`src/rtl/flicker_pkg.sv`:
```
// Shared types and constants for the candle-flicker brightness generator.
// Optional gust dips are enabled by defining FLICKER_GUST_EN.
package flicker_pkg;

    typedef enum logic [1:0] {
        PICK  = 2'd0,
        RAMP  = 2'd1,
        DWELL = 2'd2
    } state_t;

    localparam int          LFSR_W      = 16;
    localparam logic [15:0] LFSR_TAPS   = 16'hB400;
    localparam logic [3:0]  GUST_NIBBLE = 4'h0;

    // Right-shifting Galois step: feedback from bit 0 into the tap mask.
    function automatic logic [LFSR_W-1:0] lfsr_step(input logic [LFSR_W-1:0] s);
        lfsr_step = s[0] ? ((s >> 1) ^ LFSR_TAPS) : (s >> 1);
    endfunction

endpackage

```
`src/rtl/lfsr16.sv`:
```
// 16-bit Galois LFSR; advances once per enabled clock.
// A zero seed is replaced by 1 so the register never locks up.
module lfsr16
    import flicker_pkg::*;
(
    input  logic              clk,
    input  logic              reset,
    input  logic              enable,
    input  logic [LFSR_W-1:0] seed,
    output logic [LFSR_W-1:0] state
);

    always_ff @(posedge clk) begin
        if (reset) begin
            state <= (seed == '0) ? LFSR_W'(1) : seed;
        end else if (enable) begin
            state <= lfsr_step(state);
        end
    end

endmodule

```
`src/rtl/flicker_gen.sv`:
```
// Frame-synchronous brightness ramp/dwell sequencer driven by an LFSR.
// Define FLICKER_GUST_EN to allow occasional dips below MIN_LEVEL.
module flicker_gen
    import flicker_pkg::*;
#(
    parameter int          MIN_LEVEL  = 64,
    parameter int          STEP       = 4,
    parameter logic [15:0] SEED       = 16'hACE1,
    parameter int          DWELL_BITS = 3
) (
    input  logic       clk,
    input  logic       reset,
    input  logic       enable,
    input  logic       frame,
    output logic [7:0] value,
    output logic [7:0] target,
    output logic       new_target
);

    localparam int         DW    = DWELL_BITS + 1;
    localparam logic [7:0] MIN_L = 8'(MIN_LEVEL);
    localparam logic [8:0] SPAN  = 9'(256 - MIN_LEVEL);
    localparam logic [8:0] STEP9 = 9'(STEP);

    state_t            state_q, state_d;
    logic [7:0]        value_d, target_d;
    logic [DW-1:0]     dwell_q, dwell_d, dwell_load;
    logic              nt_q;
    logic [LFSR_W-1:0] lfsr;
    logic [16:0]       prod;
    logic [7:0]        pick_tgt, ramp_val;
    logic [8:0]        v9, t9;
    logic              lfsr_unused;

    lfsr16 u_lfsr (
        .clk    (clk),
        .reset  (reset),
        .enable (enable),
        .seed   (SEED),
        .state  (lfsr)
    );

    assign prod = {9'b0, lfsr[7:0]} * {8'b0, SPAN};

`ifdef FLICKER_GUST_EN
    assign pick_tgt = (lfsr[15:12] == GUST_NIBBLE) ? {2'b00, lfsr[7:2]}
                                                   : MIN_L + prod[15:8];
`else
    assign pick_tgt = MIN_L + prod[15:8];
`endif

    assign lfsr_unused = ^{lfsr[15:8], prod[16], prod[7:0]};
    assign dwell_load  = {1'b0, lfsr[DWELL_BITS-1:0]} + DW'(1);

    // 9-bit distances so a full step never wraps past the target.
    assign v9 = {1'b0, value};
    assign t9 = {1'b0, target};

    always_comb begin
        ramp_val = target;
        if (v9 < t9) begin
            if (t9 - v9 > STEP9) ramp_val = 8'(v9 + STEP9);
        end else if (v9 > t9) begin
            if (v9 - t9 > STEP9) ramp_val = 8'(v9 - STEP9);
        end
    end

    always_comb begin
        state_d  = state_q;
        value_d  = value;
        target_d = target;
        dwell_d  = dwell_q;
        if (enable) begin
            unique case (state_q)
                PICK: begin
                    target_d = pick_tgt;
                    state_d  = RAMP;
                end
                RAMP: begin
                    if (frame) begin
                        value_d = ramp_val;
                        if (ramp_val == target) begin
                            dwell_d = dwell_load;
                            state_d = DWELL;
                        end
                    end
                end
                DWELL: begin
                    if (frame) begin
                        dwell_d = dwell_q - DW'(1);
                        if (dwell_q <= DW'(1)) state_d = PICK;
                    end
                end
                default: state_d = PICK;
            endcase
        end
    end

    always_ff @(posedge clk) begin
        if (reset) begin
            state_q <= PICK;
            value   <= MIN_L;
            target  <= MIN_L;
            dwell_q <= '0;
            nt_q    <= 1'b0;
        end else begin
            state_q <= state_d;
            value   <= value_d;
            target  <= target_d;
            dwell_q <= dwell_d;
            nt_q    <= enable && (state_q == PICK);
        end
    end

    // A stalled cycle never shows the pulse.
    assign new_target = nt_q & enable;

endmodule
```
`config.mk`:
```
export PLATFORM = sky130hd
export DESIGN_NAME = flicker_gen
export DESIGN_NICKNAME = d
export VERILOG_FILES = /design/src/rtl/flicker_pkg.sv /design/src/rtl/lfsr16.sv /design/src/rtl/flicker_gen.sv
export SDC_FILE = /design/constraint.sdc
export NUM_CORES = 1
export LEC_CHECK = 0
export ABC_CLOCK_PERIOD_IN_PS = 4000
export BUFFER_PORTS_ARGS = -buffer_cell sky130_fd_sc_hd__buf_2
export CAP_MARGIN = 20
export CORE_MARGIN = 3
export CORE_UTILIZATION = 59
export CTS_CLUSTER_SIZE = 30
export DETAILED_ROUTE_END_ITERATION = 10
export PLACE_DENSITY = 0.78
export SLEW_MARGIN = 30
export SYNTH_ARGS = -nofsm -noshare
export SYNTH_HDL_FRONTEND = slang
export SYNTH_SLANG_ARGS = --single-unit
```
`constraint.sdc`:
```
create_clock -name clk -period 4 [get_ports clk]
set_clock_uncertainty 0.1 [all_clocks]
set_input_delay 0 -clock clk [delete_from_list [all_inputs] [get_ports clk]]
set_output_delay 0 -clock clk [all_outputs]
set_load 0.01 [all_outputs]
```
==> results.json, run 1 <==
{
  "status": "complete, no violations",
  "cts_sinks": 39,
  "drt-total-wl_mm": 6.95,
  "clk_pin_slew_ns": 0.07,
  "fmax_mhz": 294,
  "die_w_um": 78.7,
  "power_frac_comb_pct": 43.2,
  "worstSetupEndpointType": "register",
  "first_global_vias": 2561,
  "ys_async_sr_fraction_pct": 0,
  "gp_congestion": 0.873,
  "syn_avg_cell_area_um2": 8.04,
  "slew_violations": 0,
  "cp-startpoint": "value[2]",
  "finalCriticalPeriod_ns": 3.40,
  "cts_tree": "built",
  "yosysSeqAreaShare_pct": 25.0,
  "netlist_instances": 388,
  "arrival_ns": 3.50,
  "relSlewSlack_pct": 59.1,
  "synth_seq_cells": 39,
  "powerDensity_mw_per_mm2": 420,
  "core.rowCount": 25,
  "switching_share_pct": 38.1,
  "cts_setup_buffers": 0,
  "ys.flop_type": "dfxtp_1",
  "yosysTopAreaCellShare_pct": 25.0,
  "p_clk_share_pct": 23.8,
  "vias": 2707,
  "switchingPower_mw": 0.535,
  "fin_util_pct": 68.1,
  "core-area_mm2": 0.00491,
  "cts_buffers": 5,
  "required_ns": 4.10,
  "start_util_pct": 63.5,
  "cts_root_buffer": "clkbuf_8",
  "drtIter0Drc": 152,
  "fin_crit_sh_pct": 85.1,
  "drive_gt1_share_pct": 9.80,
  "yosysTopAreaCell": "dfxtp_1",
  "r2r_start": "value[2]",
  "track_usage_pct": 23.4,
  "yosys_warnings": 0,
  "tightestPinTransition_ns": 0.609,
  "worstSetupStartpointType": "register",
  "layout_common_cells": "39 x nand2_1, 39 x dfxtp_1, 33 x nor2_1, 31 x inv_1, 28 x ha_1",
  "finalPower_mw": 1.40,
  "syn_area_mm2": 0.00312,
  "ys_top_cells_by_area": "dfxtp_1 25%, ha_1 11%, xnor2_1 7.6%",
  "p_leak_nw": 1.39,
  "seqPwrFrac_pct": 33.0,
  "cts_max_path_buffers": 2,
  "worst-path-max-fanout": 13,
  "critical_path_class": "reg -> reg",
  "avgViaCountPerCell": 5.82,
  "setup_violations": 0,
  "grt_pass1_wl_mm": 11.8,
  "ir_worst_vdd_mv": 0.258,
  "synth_nets": 422,
  "ant_nets": 0,
  "worstHoldStart": "reset",
  "setup_tns_ns": 0,
  "grt_max_degree": 30,
  "clk-insertion-delay-late_ns": 0.29,
  "gr-total-overflow": 0,
  "first_pass_iters": 5,
  "reg2reg_slack_ns": 0.60,
  "hpwlAfterDp_mm": 5.15,
  "fin_nets": 431,
  "final_area_mm2": 0.00334,
  "area_delta_synth_final_pct": 7.14,
  "n_antenna_cell": 0,
  "synth_edf_count": 0,
  "yosysUniqueCellTypes": 63,
  "htreeDepth": 2,
  "die_area_mm2": 0.00620,
  "antenna_found_initial": 0,
  "hold_viol": 0,
  "dpl_cell_area_mm2": 0.00321,
  "wire_per_inst_um": 15.0,
  "min-delay-path-class": "in -> reg",
  "chipHeight_um": 78.7,
  "pin_count": 21,
  "p_int_mw": 0.869,
  "drv_cap": 0,
  "io_buffers": 20,
  "rsz0062_at_grt": "no",
  "drcViolationCount": 0
}
state kept, by name, indices dropped and copies added, names as in the netlist:
name / flops
dwell_q: 4
state_q: 2
target: 8
value: 8
nt_q: 1
u_lfsr.state: 16
power by group through the flow:
stage          logic, mW  registers [mW]  clock network (mW)
2_1_floorplan      0.499           0.457                   0
3_3_place_gp       0.579           0.470                   0
3_5_place_dp       0.593           0.471                   0
4_1_cts            0.598           0.462               0.342
5_1_grt            0.665           0.468               0.358
6_report           0.606           0.464               0.334
routing by layer:
| metal | track usage [%] | part of all wire [%] |
|---|---|---|
| met3 | 3.63 | 4.2 |
| met5 | 0 | 0 |
| met2 | 41.6 | 49 |
| met4 | 6.29 | 1.5 |
| met1 | 29.4 | 45 |
cell families after synthesis:
kind of cell | after synthesis | share of synthesized area (%)
fa+ha+maj | 30 | 12.5
compound gates | 96 | 23.5
flops | 39 | 25.0
xor+xnor | 31 | 8.70
mux | 14 | 4.49
buf+inv | 51 | 6.70
simple gates | 127 | 19.1
Yosys cell counts, drive strengths merged, types with 4 or more instances:
master,number
xnor2,27
a21oi,28
nand3,13
ha,28
a21o,4
xor2,4
a211oi,5
nand2,39
nor2,33
o21ai,17
a31oi,4
nor3,9
and2,4
dfxtp,39
buf,14
inv,31
mux2i,14
clkbuf,5
nand2b,9
worst max-delay path, cell delays in order (launching register included):
cell,delay [ns]
dfxtp_1,0.57
inv_1,0.14
ha_1,0.47
nor2_1,0.07
a21oi_1,0.27
o211a_1,0.24
o2111ai_1,0.18
o311a_4,0.50
a22oi_4,0.34
a41oi_2,0.16
a311oi_2,0.27
final timing paths:
| kind | to | cells after the start |
|---|---|---|
| setup reg to reg | state_q[1] | 10 |
| hold reg to reg | u_lfsr.state[15] | 2 |
| hold / removal | u_lfsr.state[14] | 2 |
| setup / recovery | state_q[1] | 10 |
timing repair:
action	4_1_cts	5_1_grt
endpoints found under the hold margin	2	0
gates resized for setup	0	0
hold buffers	1	0
area by class of cell:
type / count / area (um^2)
Inverter: 32 / 120
Clock buffer: 6 / 82.6
Timing Repair Buffer: 21 / 110
Clock inverter: 2 / 35.0
Tap cell: 67 / 83.8
Sequential cell: 39 / 781
Fill cell: 428 / 1570
Multi-Input combinational cell: 298 / 2130
through the flow:
stage	hold slack, ns	setup WS (ns)	cells
after CTS	0.0687	0.673	465
after global routing	0.106	0.468	465
after detailed placement	0.282	0.705	456
after global placement	0.277	0.785	456
after floorplan	0.114	0.975	388
final	0.0668	0.596	465
(Power assumes the default switching activity.)
==> run 2, diff against run 1 <==
==> constraint.sdc (replaced) <==
create_clock -name clk -period 4 [get_ports clk]
set_clock_uncertainty 0.1 [all_clocks]
set_input_delay 0.4 -clock clk [delete_from_list [all_inputs] [get_ports clk]]
set_output_delay 0.4 -clock clk [all_outputs]
set_load 0.01 [all_outputs]
==> results.json, run 2 (synthesis gave the netlist of run 1 again) <==
{
  "slew_violations": 0,
  "vias": 2675,
  "cts_sinks": 39,
  "pin_count": 21,
  "reg.largest.list": "u_lfsr.state: 16 flops, target: 8 flops, value: 8 flops",
  "wire_per_inst_um": 14.8,
  "place_ws_ns": 0.705,
  "drive_gt1_share_pct": 9.82,
  "chipHeight_um": 78.7,
  "relSlewSlack_pct": 59.7,
  "critical_path_class": "reg -> reg",
  "required_ns": 4.10,
  "status": "complete, no violations",
  "drv_cap": 0,
  "antenna_found_initial": 0,
  "htreeDepth": 2,
  "finalCriticalPeriod_ns": 3.36,
  "setup_violations": 0,
  "final_cells": 464,
  "timing.hold.ws_ns": 0.381,
  "rsz0062_at_grt": "no",
  "fmax_mhz": 298,
  "min-delay-path-class": "reg -> reg",
  "setup_tns_ns": 0,
  "fin_crit_sh_pct": 83.9,
  "dpl_cell_area_mm2": 0.00321,
  "fin_ws_ns": 0.643,
  "ant_nets": 0,
  "gp_congestion": 0.873,
  "first_global_vias": 2556,
  "worstSetupEndpointType": "register",
  "path_buf_inv": 1,
  "path_cells": "inv_1 -> ha_1 -> nor2_1 -> a21oi_1 -> o211a_1 -> o2111ai_1 -> o311a_4 -> a22oi_4 -> a41oi_2 -> a311oi_2",
  "powerDensity_mw_per_mm2": 421,
  "clk-insertion-delay-late_ns": 0.29,
  "fin_nets": 430,
  "hpwlAfterDp_mm": 5.15,
  "first_pass_iters": 4,
  "worst-path-max-fanout": 13,
  "tightestPinTransition_ns": 0.599,
  "ir_worst_vdd_mv": 0.257,
  "grt_pass1_wl_mm": 11.8,
  "crit_family": "compound AO/OA/AOI/OAI gates",
  "avgViaCountPerCell": 5.77,
  "drcViolationCount": 0,
  "area_delta_synth_final_pct": 6.82,
  "die_w_um": 78.7,
  "cts_tree": "built",
  "start_util_pct": 63.5,
  "core-area_mm2": 0.00491,
  "clk_pin_slew_ns": 0.07,
  "largest-register": "u_lfsr.state",
  "grt_max_degree": 30,
  "place_inst": 456,
  "cts_root_buffer": "clkbuf_8",
  "hold_buffers": 0,
  "track_usage_pct": 23.4,
  "cts_buffers": 5,
  "n_antenna_cell": 0,
  "layout_common_cells": "39 x nand2_1, 39 x dfxtp_1, 33 x nor2_1, 31 x inv_1, 28 x ha_1",
  "io_buffers": 20,
  "cts_max_path_buffers": 2,
  "gr-total-overflow": 0,
  "drtIter0Drc": 194,
  "core.rowCount": 25,
  "hold_viol": 0,
  "crit_slowest_cell": "dfxtp_1",
  "cts_setup_buffers": 0,
  "slowest_delay_ns": 0.55,
  "arrival_ns": 3.46,
  "p_leak_nw": 1.39,
  "drt-total-wl_mm": 6.87,
  "final_area_mm2": 0.00333,
  "worstSetupStartpointType": "register",
  "largest_reg_flops": 16,
  "die_area_mm2": 0.00620,
  "postCtsResizedCells": 0
}
run 2: worst min-delay path, stage by stage, from the launching register on:
cell and delay [ns]:
dfxtp_1 0.33, mux2i_1 0.07, nand2_1 0.06
run 2: layout make-up:
type / instances / area (um^2)
inverters: 32 / 120
repair buffers: 20 / 100
well taps: 67 / 83.8
clock inverters: 2 / 35.0
fillers: 428 / 1580
clock buffers: 6 / 82.6
multi-input cells: 298 / 2130
flip-flops and latches: 39 / 781
run 2: final timing paths:
path	start	endpoint	slack (ns)	depth (start not counted)
worst max-delay path	value[2]	state_q[1]	0.64	10
worst min-delay path	u_lfsr.state[15]	u_lfsr.state[15]	0.38	2
worst max register to register	value[2]	state_q[1]	0.64	10
worst min register to register	u_lfsr.state[15]	u_lfsr.state[15]	0.38	2
run 2: stage by stage:
step,util (%),power (mW)
6_report,67.8,1.40
5_1_grt,67.8,1.49
4_1_cts,67.8,1.40
3_5_place_dp,65.5,1.06
3_3_place_gp,65.5,1.05
2_1_floorplan,-,0.957
run 2: layer usage:
| layer | global-route usage, % | up-vias | share of wire (%) |
|---|---|---|---|
| met3 | 3.51 | 13 | 4.8 |
| met4 | 6.29 | 0 | 1.4 |
| met2 | 41.4 | 66 | 49 |
| met1 | 29.5 | 1225 | 45 |
| met5 | 0 | - | 0 |
| li1 | - | 1371 | - |
run 2: report_power, final:
part           leakage [nW]  internal [mW]  switching, mW
logic                  1.01          0.249          0.354
registers             0.320          0.417         0.0463
clock network        0.0612          0.202          0.133
==> run 3, diff against run 2 <==
--- a/config.mk
+++ b/config.mk
@@ -5,14 +5,14 @@
 export SDC_FILE = /design/constraint.sdc
 export NUM_CORES = 1
 export LEC_CHECK = 0
-export ABC_CLOCK_PERIOD_IN_PS = 4000
+export ABC_CLOCK_PERIOD_IN_PS = 2700
 export BUFFER_PORTS_ARGS = -buffer_cell sky130_fd_sc_hd__buf_2
 export CAP_MARGIN = 20
 export CORE_MARGIN = 3
-export CORE_UTILIZATION = 59
+export CORE_UTILIZATION = 55
 export CTS_CLUSTER_SIZE = 30
 export DETAILED_ROUTE_END_ITERATION = 10
-export PLACE_DENSITY = 0.78
+export PLACE_DENSITY = 0.76
 export SLEW_MARGIN = 30
 export SYNTH_ARGS = -nofsm -noshare
 export SYNTH_HDL_FRONTEND = slang
==> constraint.sdc (replaced) <==
create_clock -name clk -period 2.7 [get_ports clk]
set_clock_uncertainty 0.1 [all_clocks]
set_input_delay 0.27 -clock clk [delete_from_list [all_inputs] [get_ports clk]]
set_output_delay 0.27 -clock clk [all_outputs]
set_load 0.01 [all_outputs]
==> results.json, run 3 (synthesis gave the netlist of run 1 again) <==
{
  "status": "finished with violations",
  "violations": "negative setup slack",
  "die_w_um": 81.3,
  "start_util_pct": 58.8,
  "p_leak_nw": 1.66,
  "largest-register": "u_lfsr.state",
  "final_common_cell": "buf_4",
  "drtIter0Drc": 165,
  "relSlewSlack_pct": 70.2,
  "layout_common_cells": "49 x buf_4, 39 x nand2_1, 33 x nor2_1, 30 x inv_1, 28 x dfxtp_1",
  "final_cells": 520,
  "required_ns": 2.81,
  "clk_pin_slew_ns": 0.08,
  "drive_gt1_share_pct": 26.9,
  "io_buffers": 20,
  "core.rowCount": 26,
  "reg.largest.list": "u_lfsr.state: 16 flops, target: 8 flops, value: 8 flops",
  "cts_buffers": 5,
  "first_pass_iters": 4,
  "timing.hold.ws_ns": 0.237,
  "gp_congestion": 0.932,
  "drcViolationCount": 0,
  "core-area_mm2": 0.00530,
  "vias": 2999,
  "worstHoldStart": "enable",
  "cp-startpoint": "value[6]",
  "cts_tree": "built",
  "n_antenna_cell": 0,
  "wire_per_inst_um": 15.8,
  "largest_reg_flops": 16,
  "cts_max_path_buffers": 2,
  "chipHeight_um": 81.3,
  "fin_crit_sh_pct": 107,
  "finalPower_mw": 2.44,
  "cts_sinks": 39,
  "tightestPinTransition_ns": 0.446,
  "n_fill_cell": 425,
  "hpwlAfterDp_mm": 5.99,
  "ir_worst_vdd_mv": 0.414,
  "pin_count": 21,
  "place_ws_ns": -0.177,
  "grt_max_degree": 29,
  "fin_ws_ns": -0.196,
  "worst-path-max-fanout": 7,
  "arrival_ns": 3.00,
  "crit_family": "compound AO/OA/AOI/OAI gates",
  "ant_nets": 0,
  "multi_input_area_mm2": 0.00224,
  "slew_violations": 0,
  "worstSetupEndpointType": "register",
  "clk-insertion-delay-late_ns": 0.29,
  "antenna_found_initial": 0,
  "rsz0062_at_grt": "yes",
  "setup_violations": 14,
  "slowest_delay_ns": 0.47,
  "worstRegToRegCells": 11,
  "fin_nets": 483,
  "track_usage_pct": 24.4,
  "grt_pass1_wl_mm": 12.8,
  "first_global_vias": 2731,
  "holdPathEnd": "u_lfsr.state[0]",
  "drv_cap": 0,
  "hold_buffers": 0,
  "fin_util_pct": 72.5,
  "place_inst": 505,
  "critical_path_class": "reg -> reg",
  "htreeDepth": 2,
  "timing.rr.end": "dwell_q[0]",
  "finalCriticalPeriod_ns": 2.90,
  "crit_slowest_cell": "o311a_4",
  "cts_root_buffer": "clkbuf_8",
  "gr-total-overflow": 0,
  "fmax_mhz": 345,
  "ff_latch_area_um2": 802,
  "path_buf_inv": 2,
  "worstSetupStartpointType": "register",
  "path_cells": "inv_1 -> ha_1 -> buf_4 -> a21oi_1 -> nand2_1 -> o21ai_0 -> xnor2_1 -> o311a_4 -> a22oi_4 -> a211oi_1 -> nor3_1",
  "hold_viol": 0,
  "holdPathStages": 3,
  "area_delta_synth_final_pct": 23.3,
  "avgViaCountPerCell": 5.77,
  "min-delay-path-class": "in -> reg",
  "powerDensity_mw_per_mm2": 634,
  "reg2reg_slack_ns": -0.20,
  "die_area_mm2": 0.00661,
  "drt-total-wl_mm": 8.22,
  "r2r_start": "value[6]"
}
==> run 3: cell count changes in the layout (fill, tap and decap cells not counted), moves of 4 or more <==
cell / previous run / this run
buf_4: 0 / 49
dfxtp_1: 39 / 28
dfxtp_2: 0 / 8
ha_1: 28 / 24
==> run 3: per-layer routing <==
layer,global-route usage [%],vias to the layer above,wire length (um)
met5,0,-,0
met4,5.91,0,174
met3,3.10,17,335
met2,43.4,80,4190
met1,31.1,1417,3520
li1,-,1485,-
==> run 3: how the worst max path moves through the flow <==
stage                 endpoint  depth (start not counted)
detailed placement  dwell_q[1]                         11
global placement    dwell_q[1]                         11
floorplan             value[5]                         12
finish              dwell_q[0]                         11
global route        dwell_q[0]                         10
CTS                   value[2]                         11
==> run 3: area by class of cell <==
| cell class | count | share of cell area, % |
|---|---|---|
| Clock buffer | 7 | 2.51 |
| Clock inverter | 1 | 0.163 |
| Timing Repair Buffer | 71 | 12.8 |
| Sequential cell | 39 | 20.9 |
| Multi-Input combinational cell | 300 | 58.3 |
| Inverter | 32 | 3.12 |
| Tap cell | 70 | 2.28 |
==> run 3: worst register-to-register path, delay by kind of cell (launching register included) <==
family | cells | cell delay [ns]
buffers and inverters | 2 | 0.24
AOI/OAI and AO/OA | 5 | 1.30
xor gates and xnor gates | 1 | 0.16
adders and majority gates | 1 | 0.34
and+or+nand+nor | 2 | 0.33
DFF | 1 | 0.35
==> run 3: per-stage QoR <==
stage | instance area, um^2 | setup TNS [ns]
final | 3840 | -1.88
after global placement | 3610 | -0.505
after detailed placement | 3610 | -1.45
after global routing | 3840 | -3.86
after CTS | 3720 | -1.61
after floorplan | 3190 | -0.150
==> run 3: where the power goes <==
part / leakage, nW / internal (mW) / switching (mW)
registers: 0.324 / 0.619 / 0.0389
logic: 1.28 / 0.634 / 0.715
clock network: 0.0548 / 0.233 / 0.198
total: 1.66 / 1.49 / 0.953
==> run 3: timing repair <==
item / 4_1_cts / 5_1_grt
buffers inserted: 1 / 4
pin swaps: 2 / 16
setup endpoints to repair: 13 / 15
gates resized for setup: 1 / 21
cloned: 0 / 2
